<file path="config.mk">
export PLATFORM = sky130hd
export DESIGN_NAME = pva_setpoint_integrator
export DESIGN_NICKNAME = d
export VERILOG_FILES = /design/src/rtl/pva_setpoint_integrator.sv
export SDC_FILE = /design/constraint.sdc
export NUM_CORES = 2
export LEC_CHECK = 0
export CAP_MARGIN = 20
export CORE_MARGIN = 2
export CORE_UTILIZATION = 46
export CTS_BUF_LIST = sky130_fd_sc_hd__clkbuf_8
export DETAILED_ROUTE_END_ITERATION = 10
export DONT_BUFFER_PORTS = 1
export MAX_ROUTING_LAYER = met4
export PLACE_DENSITY = 0.6
export SLEW_MARGIN = 20
export SYNTH_ARGS = -nofsm -noshare
export SYNTH_HDL_FRONTEND = slang
export SYNTH_SLANG_ARGS = --single-unit
</file>
<file path="constraint.sdc">
create_clock -name gmii_rx_clk -period 22 [get_ports gmii_rx_clk]
set_input_delay 5.5 -clock gmii_rx_clk [delete_from_list [all_inputs] [get_ports gmii_rx_clk]]
set_output_delay 5.5 -clock gmii_rx_clk [all_outputs]
set_load 0.02 [all_outputs]
</file>
<file path="src/rtl/pva_setpoint_integrator.sv">
// Captures per-axis PVA frames from actuator_pva and, on each control tick, emits a
// six-axis setpoint stream that is either freshly loaded or semi-implicitly integrated.
module pva_setpoint_integrator #(
  parameter int INS_WIDTH     = 32,
  parameter int TICK_DIV      = 125000,
  parameter int TIMEOUT_TICKS = 50
) (
  input  logic                 gmii_rx_clk,
  input  logic                 reset_n,
  input  logic                 i_act_pva_axis_data_en,
  input  logic [INS_WIDTH-1:0] i_act_pva_axis_A_pos_data,
  input  logic [INS_WIDTH-1:0] i_act_pva_axis_A_vel_data,
  input  logic [INS_WIDTH-1:0] i_act_pva_axis_A_acc_data,
  input  logic [INS_WIDTH-1:0] i_act_pva_axis_B_pos_data,
  input  logic [INS_WIDTH-1:0] i_act_pva_axis_B_vel_data,
  input  logic [INS_WIDTH-1:0] i_act_pva_axis_B_acc_data,
  input  logic [INS_WIDTH-1:0] i_act_pva_axis_C_pos_data,
  input  logic [INS_WIDTH-1:0] i_act_pva_axis_C_vel_data,
  input  logic [INS_WIDTH-1:0] i_act_pva_axis_C_acc_data,
  input  logic [INS_WIDTH-1:0] i_act_pva_axis_D_pos_data,
  input  logic [INS_WIDTH-1:0] i_act_pva_axis_D_vel_data,
  input  logic [INS_WIDTH-1:0] i_act_pva_axis_D_acc_data,
  input  logic [INS_WIDTH-1:0] i_act_pva_axis_E_pos_data,
  input  logic [INS_WIDTH-1:0] i_act_pva_axis_E_vel_data,
  input  logic [INS_WIDTH-1:0] i_act_pva_axis_E_acc_data,
  input  logic [INS_WIDTH-1:0] i_act_pva_axis_F_pos_data,
  input  logic [INS_WIDTH-1:0] i_act_pva_axis_F_vel_data,
  input  logic [INS_WIDTH-1:0] i_act_pva_axis_F_acc_data,
  output logic                 o_sp_valid,
  output logic [2:0]           o_sp_axis,
  output logic [INS_WIDTH-1:0] o_sp_pos,
  output logic [INS_WIDTH-1:0] o_sp_vel,
  output logic                 o_sp_sat,
  output logic                 o_stale,
  output logic                 o_busy
);

  localparam int unsigned NUM_AXES = 6;
  localparam int unsigned CNT_W    = (TICK_DIV > 1) ? $clog2(TICK_DIV) : 1;
  localparam int unsigned MISS_W   = $clog2(TIMEOUT_TICKS + 1);

  localparam logic [CNT_W-1:0]     TICK_LAST = CNT_W'(TICK_DIV - 1);
  localparam logic [MISS_W-1:0]    MISS_MAX  = MISS_W'(TIMEOUT_TICKS);
  localparam logic [2:0]           LAST_AXIS = 3'(NUM_AXES - 1);
  localparam logic [INS_WIDTH-1:0] POS_MAX   = {1'b0, {(INS_WIDTH-1){1'b1}}};
  localparam logic [INS_WIDTH-1:0] NEG_MAX   = {1'b1, {(INS_WIDTH-1){1'b0}}};

  typedef logic [INS_WIDTH-1:0] word_t;
  typedef enum logic {ST_IDLE, ST_STEP} state_t;

  state_t            state, state_nx;
  logic [2:0]        step_idx, step_idx_nx;
  logic [CNT_W-1:0]  tick_cnt;
  logic              tick;

  word_t in_pos [NUM_AXES];
  word_t in_vel [NUM_AXES];
  word_t in_acc [NUM_AXES];
  word_t shadow_pos [NUM_AXES];
  word_t shadow_vel [NUM_AXES];
  word_t shadow_acc [NUM_AXES];
  word_t work_pos [NUM_AXES];
  word_t work_vel [NUM_AXES];
  word_t work_acc [NUM_AXES];
  word_t work_pos_nx [NUM_AXES];
  word_t work_vel_nx [NUM_AXES];
  word_t work_acc_nx [NUM_AXES];

  logic              new_frame, new_frame_nx;
  logic              load_mode, load_mode_nx;
  logic [MISS_W-1:0] missed, missed_nx, missed_inc;
  logic              stale_nx;

  logic              proc_en, proc_load;
  logic [2:0]        proc_axis;
  word_t             src_pos, src_vel, src_acc;
  word_t             vel_int, pos_int;
  logic              vel_clamp, pos_clamp;
  word_t             res_pos, res_vel;
  logic              res_sat;

  function automatic word_t sat_add(input word_t a, input word_t b, output logic clamped);
    logic [INS_WIDTH:0] sum;
    sum     = {a[INS_WIDTH-1], a} + {b[INS_WIDTH-1], b};
    clamped = 1'b0;
    sat_add = sum[INS_WIDTH-1:0];
    if (sum[INS_WIDTH] != sum[INS_WIDTH-1]) begin
      clamped = 1'b1;
      sat_add = sum[INS_WIDTH] ? NEG_MAX : POS_MAX;
    end
  endfunction

  always_comb begin
    in_pos[0] = i_act_pva_axis_A_pos_data;
    in_vel[0] = i_act_pva_axis_A_vel_data;
    in_acc[0] = i_act_pva_axis_A_acc_data;
    in_pos[1] = i_act_pva_axis_B_pos_data;
    in_vel[1] = i_act_pva_axis_B_vel_data;
    in_acc[1] = i_act_pva_axis_B_acc_data;
    in_pos[2] = i_act_pva_axis_C_pos_data;
    in_vel[2] = i_act_pva_axis_C_vel_data;
    in_acc[2] = i_act_pva_axis_C_acc_data;
    in_pos[3] = i_act_pva_axis_D_pos_data;
    in_vel[3] = i_act_pva_axis_D_vel_data;
    in_acc[3] = i_act_pva_axis_D_acc_data;
    in_pos[4] = i_act_pva_axis_E_pos_data;
    in_vel[4] = i_act_pva_axis_E_vel_data;
    in_acc[4] = i_act_pva_axis_E_acc_data;
    in_pos[5] = i_act_pva_axis_F_pos_data;
    in_vel[5] = i_act_pva_axis_F_vel_data;
    in_acc[5] = i_act_pva_axis_F_acc_data;
  end

  assign tick = (tick_cnt == TICK_LAST);

  always_comb begin
    state_nx    = state;
    step_idx_nx = step_idx;
    case (state)
      ST_IDLE: begin
        if (tick) begin
          state_nx    = ST_STEP;
          step_idx_nx = '0;
        end
      end
      ST_STEP: begin
        if (step_idx == LAST_AXIS) begin
          state_nx    = ST_IDLE;
          step_idx_nx = '0;
        end else begin
          step_idx_nx = step_idx + 3'd1;
        end
      end
      default: begin
        state_nx    = ST_IDLE;
        step_idx_nx = '0;
      end
    endcase
  end

  // The datapath runs one axis ahead of the STEP index so registered outputs line up
  // with o_busy: the tick cycle processes axis 0, STEP index k processes axis k+1.
  always_comb begin
    proc_en   = tick || ((state == ST_STEP) && (step_idx != LAST_AXIS));
    proc_axis = tick ? 3'd0 : step_idx + 3'd1;
    proc_load = tick ? new_frame : load_mode;
  end

  always_comb begin
    work_pos_nx  = work_pos;
    work_vel_nx  = work_vel;
    work_acc_nx  = work_acc;
    missed_nx    = missed;
    stale_nx     = o_stale;
    load_mode_nx = load_mode;
    new_frame_nx = new_frame;
    missed_inc   = (missed == MISS_MAX) ? missed : missed + MISS_W'(1);

    if (tick) begin
      new_frame_nx = 1'b0;
      load_mode_nx = new_frame;
      if (new_frame) begin
        work_pos_nx = shadow_pos;
        work_vel_nx = shadow_vel;
        work_acc_nx = shadow_acc;
        missed_nx   = '0;
        stale_nx    = 1'b0;
      end else begin
        missed_nx = missed_inc;
        if (missed_inc == MISS_MAX) begin
          stale_nx = 1'b1;
          for (int unsigned i = 0; i < NUM_AXES; i++) begin
            work_vel_nx[i] = '0;
            work_acc_nx[i] = '0;
          end
        end
      end
    end
    if (i_act_pva_axis_data_en) begin
      new_frame_nx = 1'b1;
    end

    // Sources are taken after the tick load/zeroing so axis 0 sees the fresh set.
    src_pos = work_pos_nx[proc_axis];
    src_vel = work_vel_nx[proc_axis];
    src_acc = work_acc_nx[proc_axis];
    vel_int = sat_add(src_vel, src_acc, vel_clamp);
    pos_int = sat_add(src_pos, vel_int, pos_clamp);

    res_pos = src_pos;
    res_vel = src_vel;
    res_sat = 1'b0;
    if (!proc_load) begin
      res_pos = pos_int;
      res_vel = vel_int;
      res_sat = vel_clamp | pos_clamp;
    end
    if (proc_en && !proc_load) begin
      work_pos_nx[proc_axis] = pos_int;
      work_vel_nx[proc_axis] = vel_int;
    end
  end

  always_ff @(posedge gmii_rx_clk) begin
    if (!reset_n) begin
      state    <= ST_IDLE;
      step_idx <= '0;
    end else begin
      state    <= state_nx;
      step_idx <= step_idx_nx;
    end
  end

  always_ff @(posedge gmii_rx_clk) begin
    if (!reset_n) begin
      tick_cnt  <= '0;
      new_frame <= 1'b0;
      load_mode <= 1'b0;
      missed    <= '0;
      for (int unsigned i = 0; i < NUM_AXES; i++) begin
        shadow_pos[i] <= '0;
        shadow_vel[i] <= '0;
        shadow_acc[i] <= '0;
        work_pos[i]   <= '0;
        work_vel[i]   <= '0;
        work_acc[i]   <= '0;
      end
    end else begin
      tick_cnt  <= tick ? '0 : tick_cnt + CNT_W'(1);
      new_frame <= new_frame_nx;
      load_mode <= load_mode_nx;
      missed    <= missed_nx;
      work_pos  <= work_pos_nx;
      work_vel  <= work_vel_nx;
      work_acc  <= work_acc_nx;
      if (i_act_pva_axis_data_en) begin
        shadow_pos <= in_pos;
        shadow_vel <= in_vel;
        shadow_acc <= in_acc;
      end
    end
  end

  always_ff @(posedge gmii_rx_clk) begin
    if (!reset_n) begin
      o_sp_valid <= 1'b0;
      o_sp_axis  <= '0;
      o_sp_pos   <= '0;
      o_sp_vel   <= '0;
      o_sp_sat   <= 1'b0;
      o_stale    <= 1'b1;
      o_busy     <= 1'b0;
    end else begin
      o_sp_valid <= proc_en;
      o_stale    <= stale_nx;
      o_busy     <= (state_nx == ST_STEP);
      if (proc_en) begin
        o_sp_axis <= proc_axis;
        o_sp_pos  <= res_pos;
        o_sp_vel  <= res_vel;
        o_sp_sat  <= res_sat;
      end
    end
  end

endmodule
</file>
---- Word-level counts from Yosys, hierarchy flattened ----
Cells that the tools add are included.
W data, S select, Z words.
word-level totals
  flip-flop bits (word level) ............. 1251
  bits of input ports ..................... 579
  output and inout port bits .............. 71
  logic and storage cells ................. 122
operators by class
  add/subtract/negate cells ............... 5
  magnitude comparators ................... 2
  eq/ne operators ......................... 8
  mux-type cells .......................... 46
  bitwise logic cells ..................... 4
  reductions and logical operators ........ 9
operators by type and width
  operator                 number
  $mux W192                10
  $mux W32                 13
  $bwmux W192              2
  $bmux W32 S3             3
  $demux W32 S3            1
  $add A32 B32 Y33         2
  $add A17 B1 Y17 const B  1
  $eq A17 B17 Y1 const B   1
  $eq A6 B6 Y1 const B     2
  $mux W6                  2
  $mux W1                  10
  $mux W3                  3
  $add A6 B1 Y6 const B    1
  $pmux W3 S2              1
  $ge A4 B4 Y1 const B     1
  $lt A4 B1 Y1 const B     1
  $not A3 Y4               1
  $reduce_bool A2 Y1       2
  $add A3 B1 Y3 const B    1
  $eq A3 B3 Y1 const B     1
  $logic_and A1 B1 Y1      3
  $ne A3 B3 Y1 const B     1
  $ne A1 B1 Y1             2
  $ne A2 B2 Y1 const B     1
  7 further kinds          8

---- Longest topological paths before layout ----
  depth after elaboration ................. 17
  depth in mapped cells ................... 40
  depth with buffers taken out ............ 35

---- Least setup slack after synthesis ----
OpenSTA, ideal clock, no wires.
  kind .................................... register to register
  from .................................... register missed[0]
  to ...................................... register o_sp_pos[20]
  arrival ................................. 7743 ps
  data required time ...................... 21869 ps
  path slack .............................. 14125 ps
  stages on the path, launching flop included .. 37
  buffers on the path ..................... 5
  cell sequence ........................... dfxtp_1 > inv_1 > ha_1 > o311a_1 > o21ai_1 > nand2_1 > buf_2 > buf_2 > buf_1 > a22oi_1 > o22ai_1 > nand2_1 > o221ai_1 > ha_1 > fa_1 > a21oi_1 > o211ai_1 > a21oi_1 > o31a_1 > o21a_1 > o21ai_2 > inv_2 > nor2_1 > buf_2 > a21oi_1 > inv_1 > ha_1 > o21a_1 > o21ai_0 > or3_4 > a22o_4 > o31a_4 > xnor2_2 > clkbuf_8 > a2bb2oi_1 > a2bb2oi_1 > a21oi_1
on the way
  word-level cells in the longest chain between the ends .. 16
  elaborated cells on any way between the ends .. 25
  classes of those cells .................. add/sub: 3; eq/ne: 4; mux: 18
RTL lines
  element                                           RTL line  source
  start, declared                                   71        logic [MISS_W-1:0] missed, missed_nx, missed_inc;
  start signal, assigned                            232       missed <= missed_nx;
  $add A6 B1 Y6 or $eq A6 B6 Y1 (tied branches)     157       missed_inc = (missed == MISS_MAX) ? missed : missed + MISS_W'(1);
  $mux W6 *                                         157
  $eq A6 B6 Y1 *                                    170       if (missed_inc == MISS_MAX) begin
  $mux W192                                         170
  $mux W192                                         162       if (new_frame) begin
  $mux W192                                         159       if (tick) begin
  $bmux W32 S3, on equally long branches            185, 186
  $mux W32, on equally long branches (2 in series)  185, 186
  $add A32 B32 Y33 *                                84        sum = {a[INS_WIDTH-1], a} + {b[INS_WIDTH-1], b};
  $mux W32 or $ne A1 B1 Y1 (tied branches)          89, 87
  $mux W32 *                                        87        if (sum[INS_WIDTH] != sum[INS_WIDTH-1]) begin
  $add A32 B32 Y33 *                                84
  $mux W32 or $ne A1 B1 Y1 (tied branches)          89, 87
  $mux W32 *                                        87
  $mux W32 *                                        193       if (!proc_load) begin
  end signal, assigned                              259       o_sp_pos <= res_pos;
  end, declared                                     31        output logic [INS_WIDTH-1:0] o_sp_pos,
Every way passes the cells marked *; elsewhere a longest branch is shown, timed or not. The select of a mux whose other input is x is not followed.
A chain may end at the register's enable or synchronous reset.

---- Worst setup path after layout ----
  from .................................... register missed[0]
  to ...................................... register work_pos[176] (netlist name)
on the way
  word-level cells in the longest chain between the ends .. 17
  elaborated cells on any way between the ends .. 26
  classes of those cells .................. add/sub: 3; eq/ne: 4; mux: 19
RTL lines
  element                                           RTL line  source
  $add A6 B1 Y6 or $eq A6 B6 Y1 (tied branches)     157
  $mux W6 *                                         157
  $eq A6 B6 Y1 *                                    170
  $mux W192                                         170
  $mux W192                                         162
  $mux W192                                         159
  $bmux W32 S3, on equally long branches            185, 186
  $mux W32, on equally long branches (2 in series)  185, 186
  $add A32 B32 Y33 *                                84
  $mux W32 or $ne A1 B1 Y1 (tied branches)          89, 87
  $mux W32 *                                        87
  $add A32 B32 Y33 *                                84
  $mux W32 or $ne A1 B1 Y1 (tied branches)          89, 87
  $mux W32 *                                        87
  $bwmux W192 *                                     199       work_pos_nx[proc_axis] = pos_int;
  $mux W192 *                                       198       if (proc_en && !proc_load) begin
  end signal, assigned                              233       work_pos <= work_pos_nx;
  end, declared                                     62        word_t work_pos [NUM_AXES];
Marked as above.

==> impl_metrics.json <==
{
  "fin_setup_tns_ns": 0,
  "yosysTopAreaCell": "dfxtp_1",
  "yosysUniqueCellTypes": 103,
  "cts_max_path_buffers": 3,
  "synth_edf_count": 0,
  "cp_top_family": "compound AO/OA/AOI/OAI gates",
  "worstMarginPinSlew_ns": 1.25,
  "max_slew_margin_pct": 15.6,
  "yosysMostFrequentCell": "dfxtp_1",
  "synth_fp_nets": 6569,
  "max_freq_ghz": 0.0822,
  "cp.required_ns": 22.85,
  "syn-mean-instance-area_sq_um": 9.28,
  "synth_seq_cells": 1251,
  "dp_hpwl_mm": 165,
  "drt_iter0_drc": 6232,
  "vdd_drop_max_uv": 61.1,
  "synth.top_cell.area_share_pct": 45.6,
  "final_max_slew_viol_count": 0,
  "worst_slack_ns": 9.84,
  "hold_buffers": 0,
  "crit_path_end_kind": "flop",
  "grt.total_usage_pct": 37.2,
  "layout.nets": 6373,
  "ios": 650,
  "start_kind": "flop",
  "rsz0062_at_grt": "no",
  "cts.sinks": 1251,
  "syn_inst": 5919,
  "postRouteAntennaNets": 0,
  "worstPathMaxFanout": 87,
  "maxCapViolations": 0,
  "finalHoldViolCount": 0,
  "synth_common_cells": "1251 x dfxtp_1, 974 x nor2_1, 779 x mux2i_1, 368 x nand2_1, 303 x clkbuf_1",
  "num_vias": 47400,
  "p_leak_nw": 24.0,
  "hold_class": "flop to flop",
  "drtPass1Iterations": 6,
  "num_rows": 126,
  "synth_seq_area_share_pct": 45.6,
  "drc": 0,
  "htreeDepth": 4,
  "wl_mm": 230,
  "status": "finished, final reports clean",
  "final_layout_size_suffix_gt1_share_pct": 9.41,
  "grt_max_degree": 578,
  "clockRootBuffer": "clkbuf_8",
  "cts_tree": "built",
  "gr-total-overflow": 0,
  "min_period_over_period_pct": 55.3,
  "ctsResizeCount": 0,
  "clk_pin_slew_worst_paths_ns": 0.06,
  "initial_core_util_pct": 46.4,
  "max_stage_delay_ns": 0.80,
  "gp_congestion": 1.00,
  "ys.flop_type": "dfxtp_1",
  "path_buf_inv": 6,
  "grt_pass1_vias": 43100,
  "finClkSkew_ns": 0.0798,
  "synth_area_leaders": "dfxtp_1 46%, mux2i_1 14%, nor2_1 6.7%, a22oi_1 3.6%, nand2_1 2.5%",
  "cp.arrival_ns": 13.01,
  "netlist_area_sq_um": 54900,
  "pre_cts_slack_ns": 10.22,
  "totalPowerFinal_mw": 4.68,
  "grt_pass1_wl_mm": 320,
  "viasPerCell": 6.38,
  "p_per_area_nw_per_um2": 78.0,
  "critPathKind": "flop to flop",
  "setup_viol": 0,
  "cts_buffers": 207,
  "dp.cells": 7045,
  "clock_latency_ns": 0.98,
  "async_flop_share_pct": 0,
  "dieArea_sq_um": 122000,
  "wire_per_inst_um": 31.0,
  "stdcell_count": 7429,
  "antenna_found_initial": 16,
  "fin_crit_ns": 12.16,
  "core_area_sq_um": 118000,
  "yosysWarnings": 0,
  "areaGrowthSynthToFinish_pct": 9.17,
  "cts_setup_buffers": 0,
  "io_buffers": 0,
  "die_w_um": 350,
  "cp_slowest_cell": "buf_4",
  "die_h_um": 350
}
[worst paths after layout]
| kind | from | endpoint | slack, ns | depth (start not counted) |
|---|---|---|---|---|
| max | missed[0] | work_pos[176] | 9.84 | 35 |
| min reg2reg | tick_cnt[0] | tick_cnt[0] | 0.47 | 1 |
| min | tick_cnt[0] | tick_cnt[0] | 0.47 | 1 |
| max reg2reg | missed[0] | work_pos[176] | 9.84 | 35 |
[sequential cells by signal, summed over array words and instances (netlist names), 17 cells and up]
signal	cells
o_sp_pos	32
o_sp_vel	32
shadow_acc	192
shadow_pos	192
shadow_vel	192
tick_cnt	17
work_acc	192
work_pos	192
work_vel	192
[layer usage]
| layer | vias up | wire [um] | track usage, % |
|---|---|---|---|
| li1 | 21200 | - | - |
| met1 | 23000 | 94000 | 47.3 |
| met2 | 2648 | 100000 | 54.5 |
| met3 | 505 | 23300 | 9.40 |
| met4 | 0 | 12500 | 18.8 |
| met5 | - | 0 | - |
[power breakdown]
| part | internal, mW | switching (mW) |
|---|---|---|
| logic | 0.0705 | 0.0931 |
| clock network | 1.11 | 0.999 |
| registers | 2.33 | 0.0714 |
| total | 3.52 | 1.16 |
[cells in the final DEF (no fill, tap or decap), types with 11 or more instances in the layout]
| master | instances |
|---|---|
| a211oi_1 | 132 |
| a21boi_0 | 12 |
| a21o_1 | 26 |
| a21oi_1 | 251 |
| a221o_1 | 16 |
| a221oi_1 | 141 |
| a22o_1 | 32 |
| a22oi_1 | 263 |
| a31oi_1 | 12 |
| and2_1 | 13 |
| and3_1 | 22 |
| buf_4 | 70 |
| clkbuf_8 | 267 |
| clkinv_2 | 20 |
| dfxtp_1 | 1250 |
| diode_2 | 14 |
| ha_1 | 69 |
| inv_1 | 111 |
| maj3_1 | 14 |
| mux2_2 | 75 |
| mux2i_1 | 779 |
| nand2_1 | 361 |
| nand3_1 | 68 |
| nand4_1 | 17 |
| nor2_1 | 964 |
| nor2_4 | 11 |
| nor3_1 | 64 |
| o211ai_1 | 33 |
| o21a_1 | 29 |
| o21ai_0 | 164 |
| o221ai_1 | 44 |
| o22a_1 | 11 |
| o22ai_1 | 200 |
| o31ai_1 | 16 |
| or3_1 | 15 |
| xnor2_1 | 42 |
| xor2_1 | 29 |
[per-stage QoR]
stage          utilization [%]  hold slack (ns)  area (sq um)
6_report                  50.7            0.467         60000
5_1_grt                   50.7            0.486         60000
4_1_cts                   50.6            0.466         59800
3_5_place_dp              47.0            0.453         55500
3_3_place_gp              47.0            0.443         55500
2_1_floorplan                -            0.426         54900
[worst register-to-register path, delay by kind of cell, from the launching register on]
family | cells | cell delay [ns]
compound gates | 15 | 4.44
xor+xnor | 1 | 0.74
simple gates | 8 | 2.78
flops | 1 | 0.46
mux | 1 | 0.33
fa+ha+maj | 4 | 1.01
buf+inv | 6 | 2.29
[cell families (layout without fill, tap and decap cells)]
family | count (synthesis) | count (layout) | synth area share [%]
adder cells (fa/ha/maj) | 87 | 87 | 1.94
XOR/XNOR | 74 | 74 | 1.23
other | 0 | 14 | 0
AO/OA/AOI/OAI | 1506 | 1506 | 19.2
multiplexers | 855 | 855 | 15.8
buffers and inverters | 542 | 502 | 4.21
flip-flops | 1251 | 1251 | 45.6
AND/OR/NAND/NOR | 1604 | 1604 | 12.0
[final cells by class]
type	instances	area, sq um
fill	11200	58300
multi-input combinational	4126	27700
sequential	1251	25000
clock buffer	267	3670
tap	1536	1920
timing repair buffer	82	782
clock inverter	98	583
inverter	55	214
antenna	14	35.0
(Power assumes the default switching activity.)
